### config.mk
export PLATFORM = sky130hd
export DESIGN_NAME = matmul_seq
export DESIGN_NICKNAME = d
export VERILOG_FILES = /design/src/rtl/matmul_seq.sv
export SDC_FILE = /design/constraint.sdc
export NUM_CORES = 1
export LEC_CHECK = 0
export BUFFER_PORTS_ARGS = -buffer_cell sky130_fd_sc_hd__buf_2
export CAP_MARGIN = 20
export CORE_MARGIN = 2
export CORE_UTILIZATION = 45
export CTS_CLUSTER_SIZE = 14
export DETAILED_ROUTE_END_ITERATION = 10
export PLACE_DENSITY = 0.82
export SLEW_MARGIN = 10
export SYNTH_ARGS = -nofsm -noshare
export SYNTH_HDL_FRONTEND = slang
export SYNTH_SLANG_ARGS = --single-unit
### constraint.sdc
create_clock -name i_clk -period 4.04 [get_ports i_clk]
set_input_delay 0.808 -clock i_clk [delete_from_list [all_inputs] [get_ports i_clk]]
set_output_delay 0.808 -clock i_clk [all_outputs]
set_load 0.02 [all_outputs]
### src/rtl/matmul_seq.sv
// -----------------------------------------------------------------------------
// matmul_seq
//   Sequencer for one matrix-multiply pass inside the matmul unit. It answers
//   the start_mat_mul / done_mat_mul handshake from the top-level control FSM:
//   it walks the A and B BRAM read addresses for k_steps K tiles, waits for the
//   systolic array to drain, flags the window in which result rows are valid,
//   and then reports completion until the requester drops start.
//
//   start_mat_mul is a level. Dropping it in any non-idle state returns the
//   block to IDLE at the next edge, which doubles as an abort mid-run.
//
// Optional feature (compile-time macro): MATMUL_CYCLE_COUNT_EN
//   Defined   : a 32-bit run-length counter is built; o_cycles_taken reports
//               the FEED+DRAIN length of the last completed run.
//   Undefined : no counter; o_cycles_taken is tied to 0.
//
// Parameters
//   MAT_SIZE  systolic array dimension (feed cycles per K tile)
//   ADDR_W    BRAM address width
//   K_W       width of the k_steps input
//
// Ports
//   i_clk                clock
//   i_reset              synchronous, active-high reset
//   i_start_mat_mul      run request, held high until done is seen
//   i_k_steps            number of K tiles (0 behaves as 1), sampled at start
//   i_base_addr_a/b      first A/B read address, sampled at start
//   i_stride_a/b         A/B address increment per feed cycle, sampled at start
//   o_address_mat_a/b    registered A/B BRAM read address
//   o_rd_en_a/b          A/B read enable (high for every feed cycle)
//   o_c_data_available   systolic array output rows valid
//   o_busy               block is not idle
//   o_done_mat_mul       completion, held until start is dropped
//   o_cycles_taken       FEED+DRAIN cycle count of the last completed run
// -----------------------------------------------------------------------------
module matmul_seq #(
  parameter int MAT_SIZE = 4,
  parameter int ADDR_W   = 10,
  parameter int K_W      = 8
) (
  input  logic              i_clk,
  input  logic              i_reset,
  input  logic              i_start_mat_mul,
  input  logic [K_W-1:0]    i_k_steps,
  input  logic [ADDR_W-1:0] i_base_addr_a,
  input  logic [ADDR_W-1:0] i_base_addr_b,
  input  logic [ADDR_W-1:0] i_stride_a,
  input  logic [ADDR_W-1:0] i_stride_b,
  output logic [ADDR_W-1:0] o_address_mat_a,
  output logic [ADDR_W-1:0] o_address_mat_b,
  output logic              o_rd_en_a,
  output logic              o_rd_en_b,
  output logic              o_c_data_available,
  output logic              o_busy,
  output logic              o_done_mat_mul,
  output logic [31:0]       o_cycles_taken
);

  // The phase counter must hold up to (2^K_W - 1) * MAT_SIZE - 1 feed cycles
  // as well as the drain length, so size it for 2^K_W * MAT_SIZE.
  localparam int CNT_W     = $clog2((2 ** K_W) * MAT_SIZE);
  localparam int DRAIN_CYC = 2 * MAT_SIZE + 1;

  localparam logic [CNT_W-1:0] DRAIN_LAST  = CNT_W'(DRAIN_CYC - 1);
  // Result rows appear during the final MAT_SIZE cycles of the drain.
  localparam logic [CNT_W-1:0] C_VLD_FIRST = CNT_W'(DRAIN_CYC - MAT_SIZE);

  typedef enum logic [1:0] {
    S_IDLE  = 2'd0,
    S_FEED  = 2'd1,
    S_DRAIN = 2'd2,
    S_DONE  = 2'd3
  } state_t;

  state_t            r_state;
  state_t            w_next_state;

  logic [CNT_W-1:0]  r_cnt;
  logic [CNT_W-1:0]  r_feed_last;
  logic [ADDR_W-1:0] r_stride_a;
  logic [ADDR_W-1:0] r_stride_b;
  logic [ADDR_W-1:0] r_addr_a;
  logic [ADDR_W-1:0] r_addr_b;
  logic              r_done;

  logic [K_W-1:0]    w_k_eff;
  logic [CNT_W-1:0]  w_feed_len;
  logic              w_launch;

  // A zero tile count still runs one tile.
  assign w_k_eff    = (i_k_steps == '0) ? K_W'(1) : i_k_steps;
  assign w_feed_len = CNT_W'(w_k_eff) * CNT_W'(MAT_SIZE);
  assign w_launch   = (r_state == S_IDLE) && (w_next_state == S_FEED);

  // ---------------------------------------------------------------------------
  // State register
  // ---------------------------------------------------------------------------
  always_ff @(posedge i_clk) begin
    if (i_reset) begin
      r_state <= S_IDLE;
    end else begin
      r_state <= w_next_state;
    end
  end

  // ---------------------------------------------------------------------------
  // Next-state and state-decoded outputs
  // ---------------------------------------------------------------------------
  always_comb begin
    w_next_state       = r_state;
    o_rd_en_a          = 1'b0;
    o_rd_en_b          = 1'b0;
    o_c_data_available = 1'b0;
    o_busy             = (r_state != S_IDLE);

    case (r_state)
      S_IDLE: begin
        if (i_start_mat_mul) begin
          w_next_state = S_FEED;
        end
      end
      S_FEED: begin
        o_rd_en_a = 1'b1;
        o_rd_en_b = 1'b1;
        if (!i_start_mat_mul) begin
          w_next_state = S_IDLE;
        end else if (r_cnt == r_feed_last) begin
          w_next_state = S_DRAIN;
        end
      end
      S_DRAIN: begin
        o_c_data_available = (r_cnt >= C_VLD_FIRST);
        if (!i_start_mat_mul) begin
          w_next_state = S_IDLE;
        end else if (r_cnt == DRAIN_LAST) begin
          w_next_state = S_DONE;
        end
      end
      S_DONE: begin
        if (!i_start_mat_mul) begin
          w_next_state = S_IDLE;
        end
      end
      default: begin
        w_next_state = S_IDLE;
      end
    endcase
  end

  // ---------------------------------------------------------------------------
  // Run configuration, captured once per run; only meaningful while busy
  // ---------------------------------------------------------------------------
  always_ff @(posedge i_clk) begin
    if (w_launch) begin
      r_stride_a  <= i_stride_a;
      r_stride_b  <= i_stride_b;
      r_feed_last <= w_feed_len - CNT_W'(1);
    end
  end

  // ---------------------------------------------------------------------------
  // Phase counter, read addresses and completion flag
  // ---------------------------------------------------------------------------
  always_ff @(posedge i_clk) begin
    if (i_reset) begin
      r_cnt    <= '0;
      r_addr_a <= '0;
      r_addr_b <= '0;
      r_done   <= 1'b0;
    end else begin
      // Done is raised one edge after entering DONE and drops on the same
      // edge that sees start low.
      r_done <= (r_state == S_DONE) && (w_next_state == S_DONE);

      case (r_state)
        S_IDLE: begin
          if (w_launch) begin
            r_cnt    <= '0;
            r_addr_a <= i_base_addr_a;
            r_addr_b <= i_base_addr_b;
          end
        end
        S_FEED: begin
          // Step only while another read follows, so the final feed address
          // is what remains visible through DRAIN/DONE or after an abort.
          if (w_next_state == S_FEED) begin
            r_cnt    <= r_cnt + CNT_W'(1);
            r_addr_a <= r_addr_a + r_stride_a;
            r_addr_b <= r_addr_b + r_stride_b;
          end else begin
            r_cnt <= '0;
          end
        end
        S_DRAIN: begin
          r_cnt <= r_cnt + CNT_W'(1);
        end
        default: begin
          r_cnt <= r_cnt;
        end
      endcase
    end
  end

  assign o_address_mat_a = r_addr_a;
  assign o_address_mat_b = r_addr_b;
  assign o_done_mat_mul  = r_done;

`ifdef MATMUL_CYCLE_COUNT_EN
  // ---------------------------------------------------------------------------
  // Run-length counter
  // ---------------------------------------------------------------------------
  logic [31:0] r_run_cnt;
  logic [31:0] r_cycles_taken;

  always_ff @(posedge i_clk) begin
    if (i_reset) begin
      r_run_cnt      <= '0;
      r_cycles_taken <= '0;
    end else if (w_launch) begin
      r_run_cnt      <= '0;
      r_cycles_taken <= '0;
    end else if ((r_state == S_FEED) || (r_state == S_DRAIN)) begin
      r_run_cnt <= r_run_cnt + 32'd1;
      // Capture includes the final drain cycle being counted at this edge.
      if ((r_state == S_DRAIN) && (w_next_state == S_DONE)) begin
        r_cycles_taken <= r_run_cnt + 32'd1;
      end
    end
  end

  assign o_cycles_taken = r_cycles_taken;
`else
  assign o_cycles_taken = 32'd0;
`endif

endmodule

# --- Yosys cells after proc, flatten, opt, wreduce, memory -nomap -nowiden ---
# Index checks and enable logic that the tools add are counted.
totals:
  inputBits: 51
  ff_bits: 63
  output_inout_bits: 57
  elab_cells: 50
classes:
  n_addsub: 4
  magnitude_cmp: 1
  eq_ne: 9
  n_mux: 19
  n_reduce_logical: 9
op_table:
  columns: ["cell", "n"]
  rows:
  - ["10-bit two-way mux", 6]
  - ["10-bit one-hot mux with 2 select lines", 2]
  - ["10-bit one-hot mux with 3 select lines", 1]
  - ["10-bit adder", 2]
  - ["2-bit two-way mux", 6]
  - ["10-bit by 1-bit adder with 10-bit output, second input constant", 1]
  - ["10-bit equality test", 1]
  - ["10-bit by 4-bit equality test with 1-bit output, second input constant", 1]
  - ["10-bit by 3-bit greater-or-equal comparator with 1-bit output, second input constant", 1]
  - ["10-bit by 1-bit subtractor with 10-bit output, second input constant", 1]
  - ["8-bit logical NOT", 1]
  - ["8-bit two-way mux", 1]
  - ["2-bit one-hot mux with 4 select lines", 1]
  - ["2-bit equality test, second input constant", 3]
  - ["2-bit by 1-bit equality test with 1-bit output, second input constant", 2]
  - ["2-bit != test, second input constant", 2]
  - ["2-bit nonzero test", 2]
  - ["3-bit AND reduction", 1]
  - ["3-bit nonzero test", 1]
  - ["1-bit logical AND", 2]
  - ["2-bit logical NOT", 1]
  - ["1-bit two-way mux", 2]
  - ["2-bit AND reduction", 1]

# --- Longest topological paths before layout ---
# Gate-level depths: netlist of run 1.
depth:
  ltp_word: 8
  depth_mapped: 11
  ltp_nobuf: 10

# --- Worst setup path after synthesis of run 1 ---
# OpenSTA, ideal clock, no wires.
synth_path:
  kind: "register to register"
  start: "reg r_state[1]"
  end: "reg r_addr_a[8] (netlist: o_address_mat_a[8])"
  period_less_slack_ns: 4.063
  setup_ns: 0.137
  slack_ns: -0.023
  path_buffers: 1
  stages_incl_launch_ff: 10
  t_required_ns: 3.903
  arrival_time_ns: 3.926
  cell_sequence: "dfxtp_1 inv_1 ha_1 clkbuf_2 clkinv_1 nor3_2 a21oi_4 nor3_1 nor3b_1 a2111oi_0"
synth_between:
  elab_chain_cells: 7
  elab_cells_between_ends: 18
  classes_between: "6 x eq/ne; 8 x mux; 4 x reduce/logical"
synth_lines:
  columns: ["element", "line_no", "rtl"]
  rows:
  - ["start, declared", "75", "state_t r_state;"]
  - ["start signal, assigned", "102", "r_state <= w_next_state;"]
  - ["2-bit two-way mux (on tied branches)", "135, 127", null]
  - ["2-bit two-way mux (on tied branches)", "133, 125", null]
  - ["2-bit one-hot mux with 4 select lines", "116", "case (r_state)"]
  - ["2-bit by 1-bit equality test with 1-bit output", "93", "assign w_launch = (r_state == S_IDLE) && (w_next_state == S_FEED);"]
  - ["1-bit logical AND (*)", "93", null]
  - ["via w_launch", "88", "logic w_launch;"]
  - ["2-bit != test (no line) (*)", null, null]
  - ["3-bit AND reduction (no line) (*)", null, null]
  - ["end signal, assigned", "179", "r_addr_a <= i_base_addr_a;"]
  - ["end signal, assigned", "188", "r_addr_a <= r_addr_a + r_stride_a;"]
  - ["end, declared", "82", "logic [ADDR_W-1:0] r_addr_a;"]
# The timed path passes the listed nets; every way through them passes the cells marked *.
# A chain may end at the register's enable or synchronous reset.

# --- Worst setup path after layout of run 1 ---
layout_path:
  start: "reg r_state[1]"
  end: "reg r_cnt[0]"
layout_between:
  elab_chain_cells: 7
  elab_cells_between_ends: 18
  classes_between: "5 x eq/ne; 9 x mux; 4 x reduce/logical"
layout_lines:
  columns: ["element", "line_no", "rtl"]
  rows:
  - ["2-bit two-way mux (on tied branches)", "135, 127", null]
  - ["2-bit two-way mux (on tied branches)", "133, 125", null]
  - ["2-bit one-hot mux with 4 select lines", "116", null]
  - ["2-bit by 1-bit equality test with 1-bit output", "93, 186", null]
  - ["1-bit logical AND", "93", null]
  - ["2-bit != test (no line)", null, null]
  - ["2-bit AND reduction (no line)", null, null]
  - ["end signal, assigned", "187", "r_cnt <= r_cnt + CNT_W'(1);"]
  - ["end signal, assigned", "195", "r_cnt <= r_cnt + CNT_W'(1);"]
  - ["end signal, assigned", "198", "r_cnt <= r_cnt;"]
  - ["end, declared", "78", "logic [CNT_W-1:0] r_cnt;"]
# Several ways; a longest one is shown, not always the timed one.

==> metrics.cfg, run 1 <==
[sta]
finalCritPeriodShare = 0.761
relSlewSlack = 0.539
setup_viol = 0
fin_crit_ps = 3070
worst_pin_slew_ps = 689
setup_tns_ps = 0
maxSlewViolCount = 0
skew_ps = 11.5
rsz0062_at_grt = false
fmax_mhz = 325
hold_viol = 0

[floorplan]
die_area_sq_um = 9260
core_sq_um = 8220
fp.dieW_microns = 96.2
rows = 33
die_h_microns = 96.2
start_util = 0.466
pin_count = 108

[power]
p_int_mw = 1.17
p_comb_frac = 0.265
leakagePower_nw = 1.95
clockPowerShare = 0.311
seqPwrFrac = 0.424
p_sw_mw = 0.576
power_density_nw_per_um2 = 399
swShare = 0.330
peakVddDrop_uv = 141

[critical_path]
crit_chain = inv_1 > ha_1 > clkinv_1 > o41ai_1 > and2_1 > o32ai_1 > and4bb_1 > mux2_2
reg2reg_from = r_state[1]$_SDFF_PP0_
r2r-end = r_cnt[0]$_SDFFE_PP0P_
critPathCaptureType = register
arrival_ps = 3300
r2r_cells = 8
crit_fanout = 12
cp_slowest_cell = o41ai_1
start_kind = register
critPathMaxStageDelay_ps = 450
crit_type = reg2reg
cp.required_ps = 4270
r2r_setup_slack_ps = 970

[global_routing]
grtUsageTotal = 0.176
grt_first_pass_wirelength_microns = 12500
grt_max_degree = 37
antenna_found_initial = 0
grt_pass1_vias = 2789
grt_overflow = 0

[yosys]
ys_ff_latch = 61
syn_inst = 391
synth_edf_count = 28
synth-main-ff-cell = dfxtp_1
syn-mean-instance-area_sq_um = 9.79
async_flop_share = 0
post_synth_num_cell_types = 56
syn_area_sq_um = 3830
yosysWarnings = 0
ys_seq_area_frac = 0.392

[route]
wl_per_cell_microns = 14.3
wirelength_microns = 8220
routed-via-count = 3032
route.detailed.drc = 0
firstDrtPassIters = 4
antenna_left = 0
first_iter_violations = 141
via_per_inst = 5.25

[placed_design]
hpwlAfterDp_microns = 6120
dp.cells = 561
gp_congestion = 0.866
io_buffer_count = 75

[final_layout]
layout_common_cells = 75 x buf_2, 41 x nor2_1, 33 x dfxtp_1, 32 x conb_1, 28 x edfxtp_1
mostFrequentLayoutCell = buf_2
fin_nets = 547
fillerInstances = 753
layoutNonFillerInstCount = 577
post_route_cells_drive_above_1_share = 0.222
syn_to_final_growth_pct = 14.3
antenna_cells = 0

[clock_tree]
clock-sinks = 61
post-cts-setup-buffers = 0
hold_buffers = 0
htreeDepth = 3
cts.reportedPaths.clkPinSlew_ps = 70
cts_buffers = 9
cts_buffer_depth = 2
post_cts_resized = 0
cts_root_buffer = clkbuf_8
clk_latency_ps = 340
cts_tree = yes

[min_path]
hold_end = o_address_mat_b[3]$_SDFFE_PP0P_
min_path_type = reg2reg
min_path_cells = 2
worstHoldStart = o_address_mat_b[3]$_SDFFE_PP0P_

[job]
maxCapViolCount = 0

[status]
status = finished, final reports clean

Yosys cell counts (all sizes together), types with 4 or more instances:
master / number / area, sq um
a211o: 4 / 35.0
a211oi: 17 / 150
a21oi: 18 / 101
a22o: 9 / 78.8
and3: 7 / 43.8
buf: 39 / 295
clkbuf: 6 / 23.8
dfxtp: 33 / 661
edfxtp: 28 / 841
ha: 27 / 338
inv: 21 / 78.8
mux2i: 6 / 60.1
nand2: 12 / 45.0
nand2b: 6 / 37.5
nand3: 5 / 25.0
nand3b: 4 / 30.0
nor2: 41 / 154
nor2b: 11 / 68.8
nor3: 13 / 70.1
o21a: 5 / 37.5
o21ai: 14 / 70.1
xnor2: 15 / 131
xor2: 7 / 61.3
area by class of cell:
class	instances	area, sq um	area share
Clock inverter	5	40.0	0.00915
Clock buffer	11	163	0.0372
Inverter	22	82.6	0.0189
Sequential cell	61	1500	0.343
Timing Repair Buffer	79	405	0.0927
Tap cell	105	131	0.0300
Multi-Input combinational cell	294	2050	0.469
metal layers:
metal	up-vias	track usage	part of all wire
met5	-	0	0
li1	1505	-	-
met3	7	0.0392	0.062
met1	1429	0.204	0.42
met2	91	0.325	0.51
met4	0	0.0429	0.0088
logic make-up (layout without fill, tap and decap cells):
logic type / Yosys count / in the layout / synth area share
xor gates and xnor gates: 22 / 22 / 0.0503
adders and majority gates: 29 / 29 / 0.0987
muxes: 7 / 7 / 0.0186
AOI/OAI and AO/OA: 92 / 92 / 0.179
DFF: 61 / 61 / 0.392
other: 1 / 32 / 0.000980
and+or+nand+nor: 112 / 112 / 0.155
buffers and inverters: 67 / 117 / 0.105
sequential cells by signal, indices dropped and copies added (netlist names):
signal	count
o_address_mat_b	10
r_feed_last	8
o_address_mat_a	10
r_cnt	10
r_state	2
r_stride_a	10
o_done_mat_mul	1
r_stride_b	10
power by group through the flow:
stage          Clock (mW)  Combinational [mW]  Sequential (mW)
2_1_floorplan           0               0.336            0.780
3_3_place_gp            0               0.439            0.751
4_1_cts             0.555               0.461            0.741
3_5_place_dp            0               0.457            0.755
6_report            0.544               0.462            0.740
5_1_grt             0.577               0.513            0.746
critical path, delay by kind of cell, from the launching register on:
family / cells / cell delay [ps]
AO/OA/AOI/OAI: 2 / 600
AND/OR/NAND/NOR: 2 / 770
flip-flops: 1 / 360
buffers and inverters: 2 / 540
multiplexers: 1 / 310
adder cells (fa/ha/maj): 1 / 380
how the worst max path moves through the flow:
stage	from	endpoint	slack [ps]	cells past startpoint
floorplan	r_state[1]$_SDFF_PP0_	o_address_mat_a[8]$_SDFFE_PP0P_	870	9
global placement	r_state[1]$_SDFF_PP0_	r_feed_last[6]$_DFFE_PP_	1140	7
detailed placement	r_state[1]$_SDFF_PP0_	o_address_mat_a[8]$_SDFFE_PP0P_	990	8
CTS	r_state[1]$_SDFF_PP0_	o_address_mat_a[8]$_SDFFE_PP0P_	980	8
global route	r_state[1]$_SDFF_PP0_	r_cnt[0]$_SDFFE_PP0P_	720	8
finish	r_state[1]$_SDFF_PP0_	r_cnt[0]$_SDFFE_PP0P_	970	8
metrics by stage:
stage,worst slack (ps),utilization,hold WS [ps],cell area [sq um],power [mW]
floorplan,866,-,492,3950,1.12
global placement,1140,0.508,501,4170,1.19
detailed placement,994,0.508,519,4170,1.21
CTS,976,0.533,531,4380,1.76
global route,716,0.533,551,4380,1.84
finish,967,0.533,525,4380,1.75
Note: power is estimated with default switching activity, not from simulation.
==> run 2: changes to the inputs <==
PLACE_DENSITY = 0.8   (was 0.82)
clock period = 3.1 ns   (was 4.04 ns; I/O delays follow)
==> run 2 against run 1 <==
- critical path type unchanged
- sequential share of layout area hardly changed
- largest cell class unchanged
- utilization is 0.061 points lower
- final area is 0.11% lower
- combinational power is 31% higher
==> metrics.cfg, run 2 (same netlist as run 1, synthesis figures left out) <==
[status]
status = finished, final reports clean

[clock_tree]
post_cts_resized = 0  ; unchanged
cts_tree = yes
hold_buffers = 0  ; unchanged
cts.reportedPaths.clkPinSlew_ps = 70  ; about the same
cts_buffers = 9  ; unchanged
clk_latency_ps = 340  ; about the same
post-cts-setup-buffers = 0  ; unchanged
cts_buffer_depth = 2  ; unchanged
cts_root_buffer = clkbuf_8
clock-sinks = 61  ; unchanged
htreeDepth = 3  ; unchanged

[power]
peakVddDrop_uv = 215  ; +52%
leakagePower_nw = 1.95  ; -0.24%
power_density_nw_per_um2 = 514  ; +29%
p_total_mw = 2.25  ; +29%

[sta]
setup_ws_ps = 464  ; -503 ps
fin_crit_ps = 2640  ; -437 ps
finalCritPeriodShare = 0.850  ; +0.0895
maxSlewViolCount = 0  ; unchanged
setup_tns_ps = 0  ; unchanged
relSlewSlack = 0.637  ; +0.0982
whs_ps = 452  ; -72.8 ps
skew_ps = 9.79  ; -1.72 ps
hold_viol = 0  ; unchanged
rsz0062_at_grt = false
worst_pin_slew_ps = 544  ; -145 ps
setup_viol = 0  ; unchanged
fmax_mhz = 379  ; +17%

[floorplan]
start_util = 0.466  ; unchanged
fp.dieW_microns = 96.2  ; unchanged
die_h_microns = 96.2  ; unchanged
pin_count = 108  ; unchanged
die_area_sq_um = 9260  ; unchanged
rows = 33  ; unchanged
core_sq_um = 8220  ; unchanged

[critical_path]
start_kind = register
critPathCaptureType = register
arrival_ps = 2860  ; -440 ps
cp.required_ps = 3320  ; -950 ps
crit_type = reg2reg
crit_fanout = 10  ; -2

[route]
firstDrtPassIters = 4  ; unchanged
first_iter_violations = 119  ; -16%
routed-via-count = 3019  ; -0.43%
route.detailed.drc = 0  ; unchanged
wl_per_cell_microns = 13.9  ; -2.1%
wirelength_microns = 8080  ; -1.8%
via_per_inst = 5.21  ; -0.77%
antenna_left = 0  ; unchanged

[placed_design]
dp.cells = 563  ; +0.36%
placed_area_sq_um = 4190  ; +0.36%
io_buffer_count = 75  ; unchanged
gp_congestion = 0.829  ; -4.2%
hpwlAfterDp_microns = 6140  ; +0.31%
pre_cts_ws_ps = 479  ; -515 ps

[final_layout]
syn_to_final_growth_pct = 14.2
fin_nets = 549  ; +0.37%
layout_common_cells = 75 x buf_2, 41 x nor2_1, 33 x dfxtp_1, 32 x conb_1, 28 x edfxtp_1
design_area_sq_um = 4370  ; -0.11%
post_route_cells_drive_above_1_share = 0.219  ; -0.00305
fin_util = 0.532  ; -0.000609
layoutNonFillerInstCount = 579  ; +0.35%
antenna_cells = 0  ; unchanged
mostFrequentLayoutCell = buf_2

[global_routing]
antenna_found_initial = 0  ; unchanged
grt_max_degree = 27  ; -27%
grt_pass1_vias = 2802  ; +0.47%
grt_first_pass_wirelength_microns = 12600  ; +0.50%
grtUsageTotal = 0.178  ; +0.00226
grt_overflow = 0  ; unchanged

[job]
maxCapViolCount = 0  ; unchanged

[min_path]
min_path_type = in2reg

[run 2: layer usage]
layer / global-route usage / wire, microns
met5: 0 / 0
met4: 0.0595 / 76
met3: 0.0564 / 539
met2: 0.305 / 4030
met1: 0.210 / 3430
[run 2: critical path, stage by stage (launching register included)]
cell and delay [ps]:
dfxtp_1 400, inv_1 100, ha_1 280, and4b_1 240
a31oi_1 300, nor3_2 100, a21oi_4 350, o32ai_1 130
and4bb_1 320, mux2_2 300
[run 2: cell type report]
cell class | instances | area [sq um]
tap | 105 | 131
multi-input combinational | 294 | 2050
fill | 732 | 3850
clock inverter | 5 | 51.3
inverter | 22 | 82.6
timing repair buffer | 81 | 420
clock buffer | 11 | 131
sequential | 61 | 1500
[run 2: path summary, 6_finish.rpt]
path	start	to	slack, ps	cells past startpoint
worst min register to register	o_address_mat_b[5]$_SDFFE_PP0P_	o_address_mat_b[5]$_SDFFE_PP0P_	520	2
worst min-delay path	i_stride_a[1]	r_stride_a[1]$_DFFE_PP_	450	1
worst max register to register	r_state[0]$_SDFF_PP0_	r_cnt[0]$_SDFFE_PP0P_	460	9
worst max-delay path	r_state[0]$_SDFF_PP0_	r_cnt[0]$_SDFFE_PP0P_	460	9
[run 2: report_power, final]
group	total (mW)	switching, mW	internal [mW]
sequential	0.963	0.0425	0.921
combinational	0.603	0.362	0.241
clock	0.680	0.313	0.366
total	2.25	0.718	1.53
==> run 3: changes to the inputs <==
CORE_MARGIN = default   (was 2)
clock period = 2.66 ns   (was 3.1 ns; I/O delays follow)
==> run 3 against run 2 <==
- global-route usage increased by 1.5 points
- final area increased by 2.0%
- register-to-register slack got worse by 250 ps
- combinational power increased by 20%
- clock skew increased by 1.0 ps
- utilization increased by 1.1 points
- non-clock buffer count increased by 4
- fmax increased by 7.7%
==> metrics.cfg, run 3 (same netlist as run 1, synthesis figures left out) <==
[route]
wirelength_microns = 8160  ; +0.98%
antenna_left = 0  ; unchanged
firstDrtPassIters = 4  ; unchanged
via_per_inst = 5.28  ; +1.3%
wl_per_cell_microns = 14.0  ; +0.29%
first_iter_violations = 105  ; -12%
route.detailed.drc = 0  ; unchanged
routed-via-count = 3078  ; +2.0%

[floorplan]
die_area_sq_um = 8880  ; -4.1%
rows = 33  ; unchanged
die_h_microns = 94.2  ; -2.1%
fp.dieW_microns = 94.2  ; -2.1%
pin_count = 108  ; unchanged
start_util = 0.466  ; unchanged
core_sq_um = 8220  ; unchanged

[min_path]
worstHoldStart = i_stride_a[1]
min_path_cells = 1  ; unchanged
min_path_type = in2reg
hold_end = r_stride_a[1]$_DFFE_PP_

[final_layout]
mostFrequentLayoutCell = buf_2
fillerInstances = 734  ; +0.27%
antenna_cells = 0  ; unchanged
fin_nets = 553  ; +0.73%
post_route_cells_drive_above_1_share = 0.236  ; +0.0170
layout_common_cells = 75 x buf_2, 41 x nor2_1, 33 x dfxtp_1, 32 x conb_1, 28 x edfxtp_1
syn_to_final_growth_pct = 16.5

[critical_path]
start_kind = register
cp_slowest_cell = dfxtp_1
arrival_ps = 2670  ; -190 ps
cp.required_ps = 2890  ; -430 ps
crit_chain = inv_1 > ha_1 > and4b_1 > a31oi_1 > o41ai_1 > and2_1 > a211oi_4 > buf_12 > nor2_1 > a2111oi_0
r2r_setup_slack_ps = 210  ; -250 ps
r2r_cells = 10  ; +1
critPathCaptureType = register
path_buf_inv = 2  ; +1
critPathMaxStageDelay_ps = 400  ; about the same
reg2reg_from = r_state[0]$_SDFF_PP0_
crit_fanout = 36  ; +26
r2r-end = o_address_mat_b[8]$_SDFFE_PP0P_
cpLargestDelayFamily = compound AO/OA/AOI/OAI gates
crit_type = reg2reg

[global_routing]
grtUsageTotal = 0.193  ; +0.0154
antenna_found_initial = 1  ; +1
grt_max_degree = 37  ; +37%
met3_usage = 0.0518  ; -0.00460
grt_overflow = 0  ; unchanged
use_met2 = 0.343  ; +0.0380
grt.met1_usage = 0.216  ; +0.00570
gr-max-usage-layer = met2
grt_first_pass_wirelength_microns = 13100  ; +4.0%
grt_pass1_vias = 2913  ; +4.0%

[clock_tree]
clock-sinks = 61  ; unchanged
clk_latency_ps = 350  ; about the same
htreeDepth = 3  ; unchanged
cts_buffer_depth = 2  ; unchanged
cts.reportedPaths.clkPinSlew_ps = 70  ; about the same
cts_root_buffer = clkbuf_8
cts_tree = yes
cts_buffers = 9  ; unchanged

[sta]
setup_tns_ps = 0  ; unchanged
rsz0062_at_grt = false
whs_ps = 355  ; -97.6 ps
finalCritPeriodShare = 0.920  ; +0.0695
skew_ps = 10.8  ; +1.00 ps
setup_viol = 0  ; unchanged
worst_pin_slew_ps = 530  ; -13.6 ps
maxSlewViolCount = 0  ; unchanged
relSlewSlack = 0.646  ; +0.00905
hold_viol = 0  ; unchanged
fmax_mhz = 409  ; +7.7%
fin_crit_ps = 2450  ; -189 ps

[power]
peakVddDrop_uv = 271  ; +26%
leakagePower_nw = 1.99  ; +2.2%
power_density_nw_per_um2 = 615  ; +20%

[placed_design]
hpwlAfterDp_microns = 6010  ; -2.1%
io_buffer_count = 75  ; unchanged
gp_congestion = 0.834  ; +0.49%

[status]
status = finished, final reports clean

[job]
maxCapViolCount = 0  ; unchanged

## run 3: timing repair
action,in CTS,in global routing
hold buffers,0,0
resized for setup,0,3
setup buffers,0,3
endpoints found under the setup margin,0,11
## run 3: worst max-delay path by stage
stage / startpoint / end / depth (start not counted)
after floorplan: r_state[0]$_SDFF_PP0_ / o_address_mat_a[8]$_SDFFE_PP0P_ / 10
after CTS: r_state[0]$_SDFF_PP0_ / r_cnt[0]$_SDFFE_PP0P_ / 9
after global placement: r_state[0]$_SDFF_PP0_ / r_cnt[0]$_SDFFE_PP0P_ / 9
after detailed placement: r_state[0]$_SDFF_PP0_ / r_cnt[0]$_SDFFE_PP0P_ / 9
after global routing: r_state[0]$_SDFF_PP0_ / o_address_mat_b[8]$_SDFFE_PP0P_ / 10
final: r_state[0]$_SDFF_PP0_ / o_address_mat_b[8]$_SDFFE_PP0P_ / 10
## run 3: layout make-up
cell class                 instances  area (sq um)  share of cell area
sequential                        61          1500               0.337
multi-input combinational        294          2060               0.462
timing repair buffer              85           475               0.107
inverter                          22          83.8              0.0188
clock buffer                      11           131              0.0295
clock inverter                     5          75.1              0.0168
tap                              105           131              0.0295
## run 3: routing by layer
| layer | wire length [microns] | part of all wire |
|---|---|---|
| met1 | 3430 | 0.42 |
| met2 | 4120 | 0.50 |
| met3 | 465 | 0.057 |
| met4 | 132 | 0.016 |
| met5 | 13 | 0.0016 |
## run 3: stage by stage
step / std cells / util / total power, mW / instance area [sq um] / worst slack [ps]
2_1_floorplan: 422 / - / 1.70 / 3960 / 21.9
3_3_place_gp: 564 / 0.513 / 1.82 / 4210 / 219
3_5_place_dp: 564 / 0.513 / 1.85 / 4210 / 120
4_1_cts: 580 / 0.538 / 2.74 / 4420 / 110
5_1_grt: 583 / 0.543 / 2.89 / 4460 / 29.1
6_report: 583 / 0.543 / 2.74 / 4460 / 214
## run 3: report_power, final
part	switching, mW	total [mW]	internal [mW]	leakage (nW)
Combinational	0.429	0.726	0.297	1.34
Sequential	0.0519	1.13	1.07	0.539
Clock	0.368	0.891	0.523	0.107
Total	0.850	2.74	1.89	1.99
